==> config.mk <==
export PLATFORM = sky130hd
export DESIGN_NAME = signal_debouncer
export DESIGN_NICKNAME = d
export VERILOG_FILES = /design/src/rtl/signal_debouncer.sv
export SDC_FILE = /design/constraint.sdc
export NUM_CORES = 1
export LEC_CHECK = 0
export CORE_AREA = 4 4 41 43
export CTS_CLUSTER_DIAMETER = 120
export CTS_CLUSTER_SIZE = 10
export DETAILED_ROUTE_END_ITERATION = 12
export DIE_AREA = 0 0 45 47
export SLEW_MARGIN = 20
export SYNTH_ARGS = -nofsm -noshare
export SYNTH_HDL_FRONTEND = slang
export SYNTH_SLANG_ARGS = --single-unit
==> constraint.sdc <==
create_clock -name clk -period 2.45 [get_ports clk]
set_clock_uncertainty 0.05 [all_clocks]
set_input_delay 0.735 -clock clk [delete_from_list [all_inputs] [get_ports clk]]
set_output_delay 0.735 -clock clk [all_outputs]
set_load 0.02 [all_outputs]
==> src/rtl/signal_debouncer.sv <==
//==============================================================================
// Module   : signal_debouncer
// Purpose  : Qualifies a raw level with a stability counter and reports
//            pending changes and rejected bounces. Optional input synchronizer
//            is enabled by defining SIGNAL_DEBOUNCER_SYNC_EN.
// Revision : 1.0 - initial release
//==============================================================================
`default_nettype none

module signal_debouncer #(
    parameter int STABLE_CYCLES = 4,
    parameter int CNT_W         = 8
) (
    input  logic clk,
    input  logic reset,
    input  logic signal,
    output logic clean,
    output logic busy,
    output logic glitch
);

    localparam logic [CNT_W-1:0] C_LAST = CNT_W'(STABLE_CYCLES - 1);
    localparam logic [CNT_W-1:0] C_ONE  = CNT_W'(1);

    generate
        if ((STABLE_CYCLES < 2) || (STABLE_CYCLES > ((2 ** CNT_W) - 1))) begin : g_bad_stable_cycles
            $error("signal_debouncer: STABLE_CYCLES out of range 2..2^CNT_W-1");
        end
    endgenerate

    typedef enum logic [1:0] {
        STABLE_LO = 2'd0,
        PEND_HI   = 2'd1,
        STABLE_HI = 2'd2,
        PEND_LO   = 2'd3
    } state_t;

    logic             w_sample;
    state_t           r_state;
    state_t           w_state_next;
    logic [CNT_W-1:0] r_cnt;
    logic [CNT_W-1:0] w_cnt_next;
    logic             w_reject;
    logic             r_clean;
    logic             r_busy;
    logic             r_glitch;

`ifdef SIGNAL_DEBOUNCER_SYNC_EN
    logic [1:0] r_sync;

    always_ff @(posedge clk) begin
        if (!reset) begin
            r_sync <= 2'b00;
        end else begin
            r_sync <= {r_sync[0], signal};
        end
    end

    assign w_sample = r_sync[1];
`else
    assign w_sample = signal;
`endif

    always_ff @(posedge clk) begin
        if (!reset) begin
            r_state  <= STABLE_LO;
            r_cnt    <= '0;
            r_clean  <= 1'b0;
            r_busy   <= 1'b0;
            r_glitch <= 1'b0;
        end else begin
            r_state  <= w_state_next;
            r_cnt    <= w_cnt_next;
            r_clean  <= (w_state_next == STABLE_HI) || (w_state_next == PEND_LO);
            r_busy   <= (w_state_next == PEND_HI) || (w_state_next == PEND_LO);
            r_glitch <= w_reject;
        end
    end

    // The entry sample counts as the first, so qualification completes at C_LAST.
    always_comb begin
        w_state_next = r_state;
        w_cnt_next   = r_cnt;
        w_reject     = 1'b0;
        case (r_state)
            STABLE_LO: begin
                if (w_sample) begin
                    w_state_next = PEND_HI;
                    w_cnt_next   = C_ONE;
                end else begin
                    w_cnt_next   = '0;
                end
            end
            PEND_HI: begin
                if (w_sample) begin
                    if (r_cnt == C_LAST) begin
                        w_state_next = STABLE_HI;
                        w_cnt_next   = '0;
                    end else begin
                        w_cnt_next   = r_cnt + C_ONE;
                    end
                end else begin
                    w_state_next = STABLE_LO;
                    w_cnt_next   = '0;
                    w_reject     = 1'b1;
                end
            end
            STABLE_HI: begin
                if (!w_sample) begin
                    w_state_next = PEND_LO;
                    w_cnt_next   = C_ONE;
                end else begin
                    w_cnt_next   = '0;
                end
            end
            PEND_LO: begin
                if (!w_sample) begin
                    if (r_cnt == C_LAST) begin
                        w_state_next = STABLE_LO;
                        w_cnt_next   = '0;
                    end else begin
                        w_cnt_next   = r_cnt + C_ONE;
                    end
                end else begin
                    w_state_next = STABLE_HI;
                    w_cnt_next   = '0;
                    w_reject     = 1'b1;
                end
            end
            default: begin
                w_state_next = STABLE_LO;
                w_cnt_next   = '0;
            end
        endcase
    end

    assign clean  = r_clean;
    assign busy   = r_busy;
    assign glitch = r_glitch;

endmodule

`default_nettype wire

==> summary.txt, run 1 <==
Cells and area
  – Register Area: ~240 um2
  – P&R area growth vs syn: 19.1%
  – Diodes inserted: 0
  – Post-Layout Inst Area: about 570 um2
  – Filler cell count in the final layout: approximately 150
  – Area of the multi-input gates: about 230 um2
  – Share of layout cells above drive strength 1: 8.33%
  – Fin nets: 66
  – Most common cell after layout, fill and taps aside: dfxtp_1
  – Most frequent cells in the layout: dfxtp_1, nand2_1, nor2_1
  – Non-Filler Instances: 75

Global routing
  – Number of global-route vias before repair: 380
  – Antenna violations before repair: 0
  – GR Util All Layers: a little over a tenth
  – Congestion Overflow GR: 0
  – Largest net degree at the start of global routing: 8
  – Global-route wire length before repair: 1.61 mm

Critical path
  – Setup crit start kind: flip-flop
  – Max incr delay on CP: 0.62 ns
  – CP Launch Point: r_state[1]
  – Critical Path Fanout Max: 3
  – Worst reg2reg startpoint: r_cnt[2]
  – Worst path required time: 1.66 ns
  – Crit-path cells: clkdlybuf4s50_1
  – WS Path Type: flip-flop to output port
  – Slowest CP cell: clkdlybuf4s50_1
  – CP delay by family, top: buffers and inverters
  – Worst path buffer plus inverter count: 1
  – Setup crit end kind: output port
  – Arr. time, crit path: about 1.3 ns

Place
  – Total placed cells including tap cells: 72
  – Port bufs: 5
  – DP HPWL: about 620 um
  – Gp weighted congestion: between 0.7 and 0.8
  – Placed cell area: ~550 um2
  – Pre-CTS setup slack: 0.387 ns

Synth
  – Synth area leaders: dfxtp_1, nand2_1, xor2_1, nand3_1, nor2_1
  – Share of the synthesized area in the top cell type: about half
  – Syn Area/Cell: around 9 um2
  – #FFs+latches synth: 12
  – Post-synth cell types: 16
  – Syn Inst Count: 52
  – Post-synthesis sequential area ratio: just over 50%
  – Cell taking the most area after synthesis: dfxtp_1
  – Post-Syn Area: 478 um2
  – Synth warnings: 0
  – Syn nets: 56

Clock network
  – CTS Hold Bufs: 0
  – CTS root buf: clkbuf_4
  – H-tree depth: 1
  – Clock Latency Late Sink: 0.26 ns
  – CTS Buf Count: 3
  – CTS Sinks: 12
  – CTS tree: done
  – Post-CTS Setup Bufs: 0
  – Maximum clock path buffer count: 2
  – Resize count post-CTS: 0
  – CTS clk-pin slew, worst paths: about 0.07 ns

Timing
  – Setup Total Neg Slack: 0 ns
  – Fmax: 491 MHz
  – Endpoints failing hold: 0
  – Least-Margin Pin Slew: around 0.31 ns
  – Fin crit period: approximately 2.0 ns
  – Unrepaired setup endpoints after global routing: false
  – Slew Limit Headroom: between 70% and 80%
  – Slew Viols, Final: 0
  – Final Setup Violations: 0
  – Period utilisation layout: 83.1%
  – Setup ws final: roughly 0.41 ns

Floorplan
  – Die area: 2120 um2
  – I/O Pins: 6
  – Core Area: ~1300 um2
  – Row count: 13
  – Die width: around 45 um
  – Initial cell density of the core: a little under two fifths
  – Floorplan die height: ~47 um

Drt
  – Initial DRT Pass Iterations: 3
  – Drt initial violations: 5
  – Via count: 384
  – Post-route ant nets: 0
  – Detailed Route WL: 830 um
  – Vias per inst: 5.12
  – Residual DRC: 0
  – Mean routed wirelength per cell: approximately 11 um

Power
  – Total power: around 0.00033 W
  – Pwr Density: approximately 580 nW/um2
  – Leak Pwr: 0.190 nW
  – Max IR drop VDD: about 0.00031 V

Worst hold path
  – Hold Crit Start: r_state[0]
  – Worst Hold Class: flip-flop to flip-flop

Run
  – Max_cap viols: 0

Outcome
  – Outcome: finished, final reports clean
power by group:
part,internal (W),switching [W],total [W]
clock,0.0000568,0.0000596,0.000116
sequential,0.000198,0.00000270,0.000201
combinational,0.00000725,0.00000728,0.0000145
worst reg2reg max path, stage by stage (launching register included):
cell     delay [ns]
dfxtp_1        0.37
or4_4          0.58
nor4_4         0.30
mux2i_1        0.21
cells in the mapped netlist (all sizes together):
master and count:
nand3 5, inv 1, nand4 1, nor4 1
o21ai 3, nand2 7, or3 3, mux2i 1
xor2 3, or4 1, a21oi 4, nor2 6
dfxtp 12, ha 1, xnor2 1, nor3 2
layout make-up:
cell class	count	area share, %
Tap cell	15	3.30
Inverter	1	0.659
Timing Repair Buffer	5	8.79
Clock buffer	3	3.96
Sequential cell	12	42.2
Multi-Input combinational cell	39	41.1
metrics by stage:
step | util, % | hold slack (ns)
CTS | 43.8 | 0.435
global placement | 42.0 | 0.418
detailed placement | 42.0 | 0.424
global route | 43.8 | 0.457
finish | 43.8 | 0.431
floorplan | - | 0.386
flip-flops by register name (all words and copies together) (netlist names):
signal,cells
r_state,2
glitch,1
r_cnt,8
busy,1
routing by layer:
metal  vias to the layer above  global-route usage, %  share of wire (%)
li1                        199                      -                  -
met1                       176                   12.9                 49
met2                         9                   16.7                 46
met3                         0                   3.45                4.6
met4                         0                   5.26                  0
met5                         -                      0                  0
cells by family after synthesis:
| logic type | count (synthesis) | synth area share, % |
|---|---|---|
| XOR/XNOR | 4 | 7.33 |
| multiplexers | 1 | 2.09 |
| flip-flops | 12 | 50.3 |
| buffers and inverters | 1 | 0.785 |
| adder cells (fa/ha/maj) | 1 | 2.62 |
| AO/OA/AOI/OAI | 7 | 7.33 |
| AND/OR/NAND/NOR | 26 | 29.6 |
worst paths after layout:
check          endpoint  slack, ns  depth (start not counted)
max               clean       0.41                          1
min              glitch       0.43                          2
max reg2reg  r_state[1]       0.88                          3
min reg2reg      glitch       0.43                          2
Note: power is estimated with default switching activity, not from simulation.
==> run 2, diff against run 1 <==
==> constraint.sdc (replaced) <==
create_clock -name clk -period 2.1 [get_ports clk]
set_clock_uncertainty 0.05 [all_clocks]
set_input_delay 0.63 -clock clk [delete_from_list [all_inputs] [get_ports clk]]
set_output_delay 0.63 -clock clk [all_outputs]
set_load 0.02 [all_outputs]
==> results of run 2 <==
The final DEF is identical to that of run 1. Status: finished, final reports clean.
Among the figures that moved: setup slack after placement 0.387 ns -> 0.142 ns; setup slack after layout 0.413 ns -> 0.168 ns; register-to-register setup slack 0.88 ns -> 0.53 ns; total power 0.000332 W -> 0.000387 W; worst IR drop on VDD 0.000306 V -> 0.000357 V
